==> config.mk <==
export PLATFORM = sky130hd
export DESIGN_NAME = swap_req_sequencer
export DESIGN_NICKNAME = d
export VERILOG_FILES = /design/src/rtl/swap_req_sequencer_pkg.sv /design/src/rtl/swap_req_fifo.sv /design/src/rtl/swap_req_sequencer.sv
export SDC_FILE = /design/constraint.sdc
export NUM_CORES = 1
export LEC_CHECK = 0
export BUFFER_PORTS_ARGS = -buffer_cell sky130_fd_sc_hd__buf_2
export CORE_MARGIN = 2
export CORE_UTILIZATION = 57
export DETAILED_ROUTE_END_ITERATION = 10
export PLACE_DENSITY = 0.78
export SYNTH_ARGS = -nofsm -noshare
export SYNTH_HDL_FRONTEND = slang
export SYNTH_SLANG_ARGS = --single-unit
==> constraint.sdc <==
create_clock -name clk -period 2.6 [get_ports clk]
set_input_delay 0.39 -clock clk [delete_from_list [all_inputs] [get_ports clk]]
set_output_delay 0.39 -clock clk [all_outputs]
set_load 0.01 [all_outputs]
==> src/rtl/swap_req_sequencer_pkg.sv <==
// rtl/swap_req_sequencer_pkg.sv - shared swap control state encoding and write-phase length
package swap_req_sequencer_pkg;

  typedef enum logic [1:0] {
    IDLE  = 2'd0,
    ISSUE = 2'd1,
    WAIT  = 2'd2,
    DONE  = 2'd3
  } swap_state_e;

  // The downstream datapath spends this many cycles writing after the start pulse.
  localparam logic [1:0] WAIT_LEN = 2'd3;

endpackage

==> src/rtl/swap_req_fifo.sv <==
// rtl/swap_req_fifo.sv - request queue holding address pairs in arrival order
module swap_req_fifo #(
  parameter int address_width = 7,
  parameter int depth         = 4
) (
  input  logic                       clk,
  input  logic                       rst_n,
  input  logic                       push,
  input  logic [address_width-1:0]   push_a,
  input  logic [address_width-1:0]   push_b,
  input  logic                       pop,
  output logic [address_width-1:0]   head_a,
  output logic [address_width-1:0]   head_b,
  output logic                       full,
  output logic                       empty,
  output logic [$clog2(depth):0]     count
);

  localparam int PW = $clog2(depth);
  localparam logic [PW:0] DEPTH_CNT = (PW+1)'(depth);

  logic [address_width-1:0] mem_a [depth];
  logic [address_width-1:0] mem_b [depth];
  logic [PW-1:0]            wr_ptr;
  logic [PW-1:0]            rd_ptr;
  logic                     do_push;
  logic                     do_pop;

  assign full    = (count == DEPTH_CNT);
  assign empty   = (count == '0);
  assign do_push = push && !full;
  assign do_pop  = pop && !empty;
  assign head_a  = mem_a[rd_ptr];
  assign head_b  = mem_b[rd_ptr];

  // Power-of-two depth lets the pointers wrap by natural overflow.
  always_ff @(posedge clk or negedge rst_n) begin
    if (!rst_n) begin
      wr_ptr <= '0;
      rd_ptr <= '0;
      count  <= '0;
    end else begin
      if (do_push) wr_ptr <= wr_ptr + 1'b1;
      if (do_pop)  rd_ptr <= rd_ptr + 1'b1;
      case ({do_push, do_pop})
        2'b10:   count <= count + 1'b1;
        2'b01:   count <= count - 1'b1;
        default: count <= count;
      endcase
    end
  end

  always_ff @(posedge clk) begin
    if (do_push) begin
      mem_a[wr_ptr] <= push_a;
      mem_b[wr_ptr] <= push_b;
    end
  end

endmodule

==> src/rtl/swap_req_sequencer.sv <==
// rtl/swap_req_sequencer.sv - queues swap requests and sequences them onto the swap datapath
module swap_req_sequencer
  import swap_req_sequencer_pkg::*;
#(
  parameter int address_width = 7,
  parameter int depth         = 4
) (
  input  logic                       clk,
  input  logic                       rst_n,
  input  logic                       req_valid,
  output logic                       req_ready,
  input  logic [address_width-1:0]   req_addr_a,
  input  logic [address_width-1:0]   req_addr_b,
  output logic                       swap,
  output logic [address_width-1:0]   address_a,
  output logic [address_width-1:0]   address_b,
  output logic                       busy,
  output logic                       done,
  output logic [$clog2(depth):0]     count
);

  swap_state_e              state, state_d;
  logic [1:0]               wait_cnt, wait_cnt_d;
  logic [address_width-1:0] addr_a_d, addr_b_d;
  logic [address_width-1:0] head_a, head_b;
  logic                     fifo_full, fifo_empty;
  logic                     push, pop;

  assign req_ready = !fifo_full;
  assign push      = req_valid && req_ready;

  swap_req_fifo #(
    .address_width (address_width),
    .depth         (depth)
  ) u_fifo (
    .clk    (clk),
    .rst_n  (rst_n),
    .push   (push),
    .push_a (req_addr_a),
    .push_b (req_addr_b),
    .pop    (pop),
    .head_a (head_a),
    .head_b (head_b),
    .full   (fifo_full),
    .empty  (fifo_empty),
    .count  (count)
  );

  always_ff @(posedge clk or negedge rst_n) begin
    if (!rst_n) begin
      state     <= IDLE;
      wait_cnt  <= '0;
      address_a <= '0;
      address_b <= '0;
    end else begin
      state     <= state_d;
      wait_cnt  <= wait_cnt_d;
      address_a <= addr_a_d;
      address_b <= addr_b_d;
    end
  end

  // Addresses only load on a pop, so they stay put from ISSUE through DONE.
  always_comb begin
    state_d    = state;
    wait_cnt_d = wait_cnt;
    addr_a_d   = address_a;
    addr_b_d   = address_b;
    pop        = 1'b0;
    case (state)
      IDLE: begin
        if (!fifo_empty) begin
          pop      = 1'b1;
          addr_a_d = head_a;
          addr_b_d = head_b;
          state_d  = (head_a == head_b) ? DONE : ISSUE;
        end
      end
      ISSUE: begin
        state_d    = WAIT;
        wait_cnt_d = WAIT_LEN;
      end
      WAIT: begin
        wait_cnt_d = wait_cnt - 2'd1;
        if (wait_cnt == 2'd1) state_d = DONE;
      end
      DONE:    state_d = IDLE;
      default: state_d = IDLE;
    endcase
  end

  assign swap = (state == ISSUE);
  assign done = (state == DONE);
  assign busy = (state != IDLE);

endmodule

==> run summary <==
Unique cell type count in the Yosys netlist -> 31
Most frequent standard cell in the layout excluding fill and tap cells -> edfxtp_1
Total via count after detailed routing -> 1820
Yosys synthesis warning count -> 0
CP Data Arrival Time -> 2.40 ns
Routed len/inst -> 16.5 um
Horiz. Die Dim -> 80.4 um
Count of pins on the block boundary -> 38
Class of the most critical setup path -> reg2reg
Overall Global Routing Usage -> 19.2%
Number of sinks handled by clock tree synthesis -> 81
Master cell of the clock root buffer -> clkbuf_8
Worst Skew -> 0.00694 ns
CTS tree -> built
H-tree levels -> 3
Drt first-iter violations -> 71
Highest-count cells in the layout ignoring fill and taps -> 56 x edfxtp_1, 46 x nand2_1, 37 x buf_2
Height of the die -> 80.4 um
Wire length of the first global-routing pass -> 8770 um
Overall power of the completed layout -> 0.00484 W
Post-route worst setup slack -> 0.476 ns
Highest achievable clock rate -> 0.471 GHz
Total wirelength of the detailed-routed design -> 5510 um
Yosys top cell by area -> edfxtp_1
Mapped Cells -> 206
Buffers on Ports -> 37
Total number of nets in the final design -> 287
Total overflow reported by the global router -> 0
Number of routed nets with antenna violations -> 0
Area enclosed by the die boundary -> 0.00647 sq mm
Number of maximum-capacitance violations -> 0
Vias per cell -> 5.43
Initial Util -> 59.8%
Largest net degree at the start of global routing -> 26
Portion of the clock cycle consumed by the worst path in the final layout -> 81.7%
Antenna diode count -> 0
Netlist area before placement -> 0.00333 sq mm
Synthesized flop and latch total -> 81
Cell types with the largest area share after synthesis -> edfxtp_1 50%, dfrtp_1 19%, mux4_2 6.8%
Share of the core filled with cells in the final layout -> 69.5%
Setup repair after global routing missed its margin -> no
Remaining DRCs -> 0
Worst slew pin tran -> 0.576 ns
Normalized max-slew margin -> 61.6%
Layout Area Growth over Synthesis -> 16.2%
Run status -> finished clean
P_leak -> 1.61 nW
# setup viols final -> 0
Fraction of the yosys area taken by sequential cells -> 69.3%
Max-slew violation count -> 0
Via count of the first global-routing pass -> 1814
Post-Place Worst Slack -> 0.512 ns
PostCTS Resize Cnt -> 0
Gpl congestion -> 0.771
Fraction of layout instances using a drive strength above 1 -> 28.9%
Clock slew at the register clock pins of the worst setup and hold paths -> 0.08 ns
Num rows -> 27
Initial antenna violation count -> 0
Avg Cell Area, Syn -> 16.2 sq um
Net count after synthesis -> 235
Number of hold violations in the final report -> 0
Post-synth EDFFs -> 56
Nature of the critical path endpoint -> flip-flop
Detailed-router iteration count before antenna repair -> 4
Post-detail-place hpwl -> 3790 um
Clock Path Buffers -> 2
Final worst path period need -> 2.12 ns
Post-synth top flop -> edfxtp_1
Tightest Hold Check Type -> in2async
Synth top area share -> 50.5%
Kind of start point of the critical path -> flip-flop
Required @ worst endpoint -> 2.87 ns
Post-placement cell area -> 0.00363 sq mm
VDD IR max -> 0.659 mV
Critical path peak fanout -> 6
Post-Layout Inst Area -> 0.00387 sq mm
Clock latency on the worst-skew pair -> 0.34 ns
Total negative slack -> 0 ns
Number of buffers created by CTS -> 9
Post-CTS setup buffers -> 0
Power density over cell area -> 1250 mW/mm^2
Synth async-reset ratio -> 30.9%
Core box area -> 0.00557 sq mm
Count of hold buffers inserted by post-cts repair -> 0
## area by class of cell
type	instances	area (sq um)
Clock buffer	12	166
Clock inverter	4	71.3
Fill cell	381	1700
Inverter	13	48.8
Multi-Input combinational cell	106	927
Sequential cell	81	2310
Tap cell	72	90.1
Timing Repair Buffer	47	260
## report_power, final
part	switching [W]	internal, W	leakage [nW]
combinational	0.000987	0.000834	0.674
clock	0.000422	0.000625	0.122
sequential	0.000189	0.00178	0.811
total	0.00160	0.00324	1.61
## cell usage after synthesis (all sizes together), types with 3 or more instances
master	count
inv	13
and3	4
nand2	46
buf	3
xnor2	11
mux4	14
clkbuf	3
dfrtp	25
ha	11
edfxtp	56
## metrics by stage
stage	hold slack, ns	std cells
4_1_cts	0.0417	335
3_3_place_gp	0.413	319
6_report	0.0365	335
3_5_place_dp	0.417	319
2_1_floorplan	0.0944	206
5_1_grt	0.0646	335
## metal layers
layer	track usage [%]	share of wire, %
met1	22.9	41
met2	32.7	52
met3	3.71	4.4
met4	11.2	1.7
met5	0	0
## flip-flops by register name (all words and copies together), names as in the netlist
name and count:
wait_cnt 2, address_b 7, u_fifo.rd_ptr 2, u_fifo.mem_b 28
u_fifo.count 3, state 2, u_fifo.wr_ptr 2, u_fifo.mem_a 28
address_a 7
## cells by family after synthesis
family                   count (synthesis)  synth area share, %
XOR/XNOR                                13                 3.42
buffers and inverters                   19                 2.89
AND/OR/NAND/NOR                         58                 7.29
flip-flops                              81                 69.3
AO/OA/AOI/OAI                            7                 1.80
multiplexers                            16                 10.6
adder cells (fa/ha/maj)                 12                 4.73
## worst max-delay path, stage by stage, from the launching register on
cell and delay (ns):
dfrtp_1 0.44, inv_1 0.12, nand3_1 0.17, and2_1 0.25, inv_1 0.06, ha_1 0.17
inv_1 0.06, fa_1 0.37, xor2_1 0.15, nor2_1 0.12, xor2_1 0.15
## path summary, 6_finish.rpt
path / slack, ns / cells past startpoint / start / end
worst min-delay path: 0.04 / 1 / rst_n / address_b[0]
max in group asynchronous: 2.18 / 1 / rst_n / address_a[3]
worst min register to register: 0.47 / 2 / address_b[0] / address_b[0]
min in group clk: 0.26 / 1 / req_addr_b[1] / u_fifo.mem_b[0][1]
worst max-delay path: 0.48 / 10 / u_fifo.count[0] / u_fifo.count[2]
worst max register to register: 0.48 / 10 / u_fifo.count[0] / u_fifo.count[2]
Power figures use the tool's default switching activity.
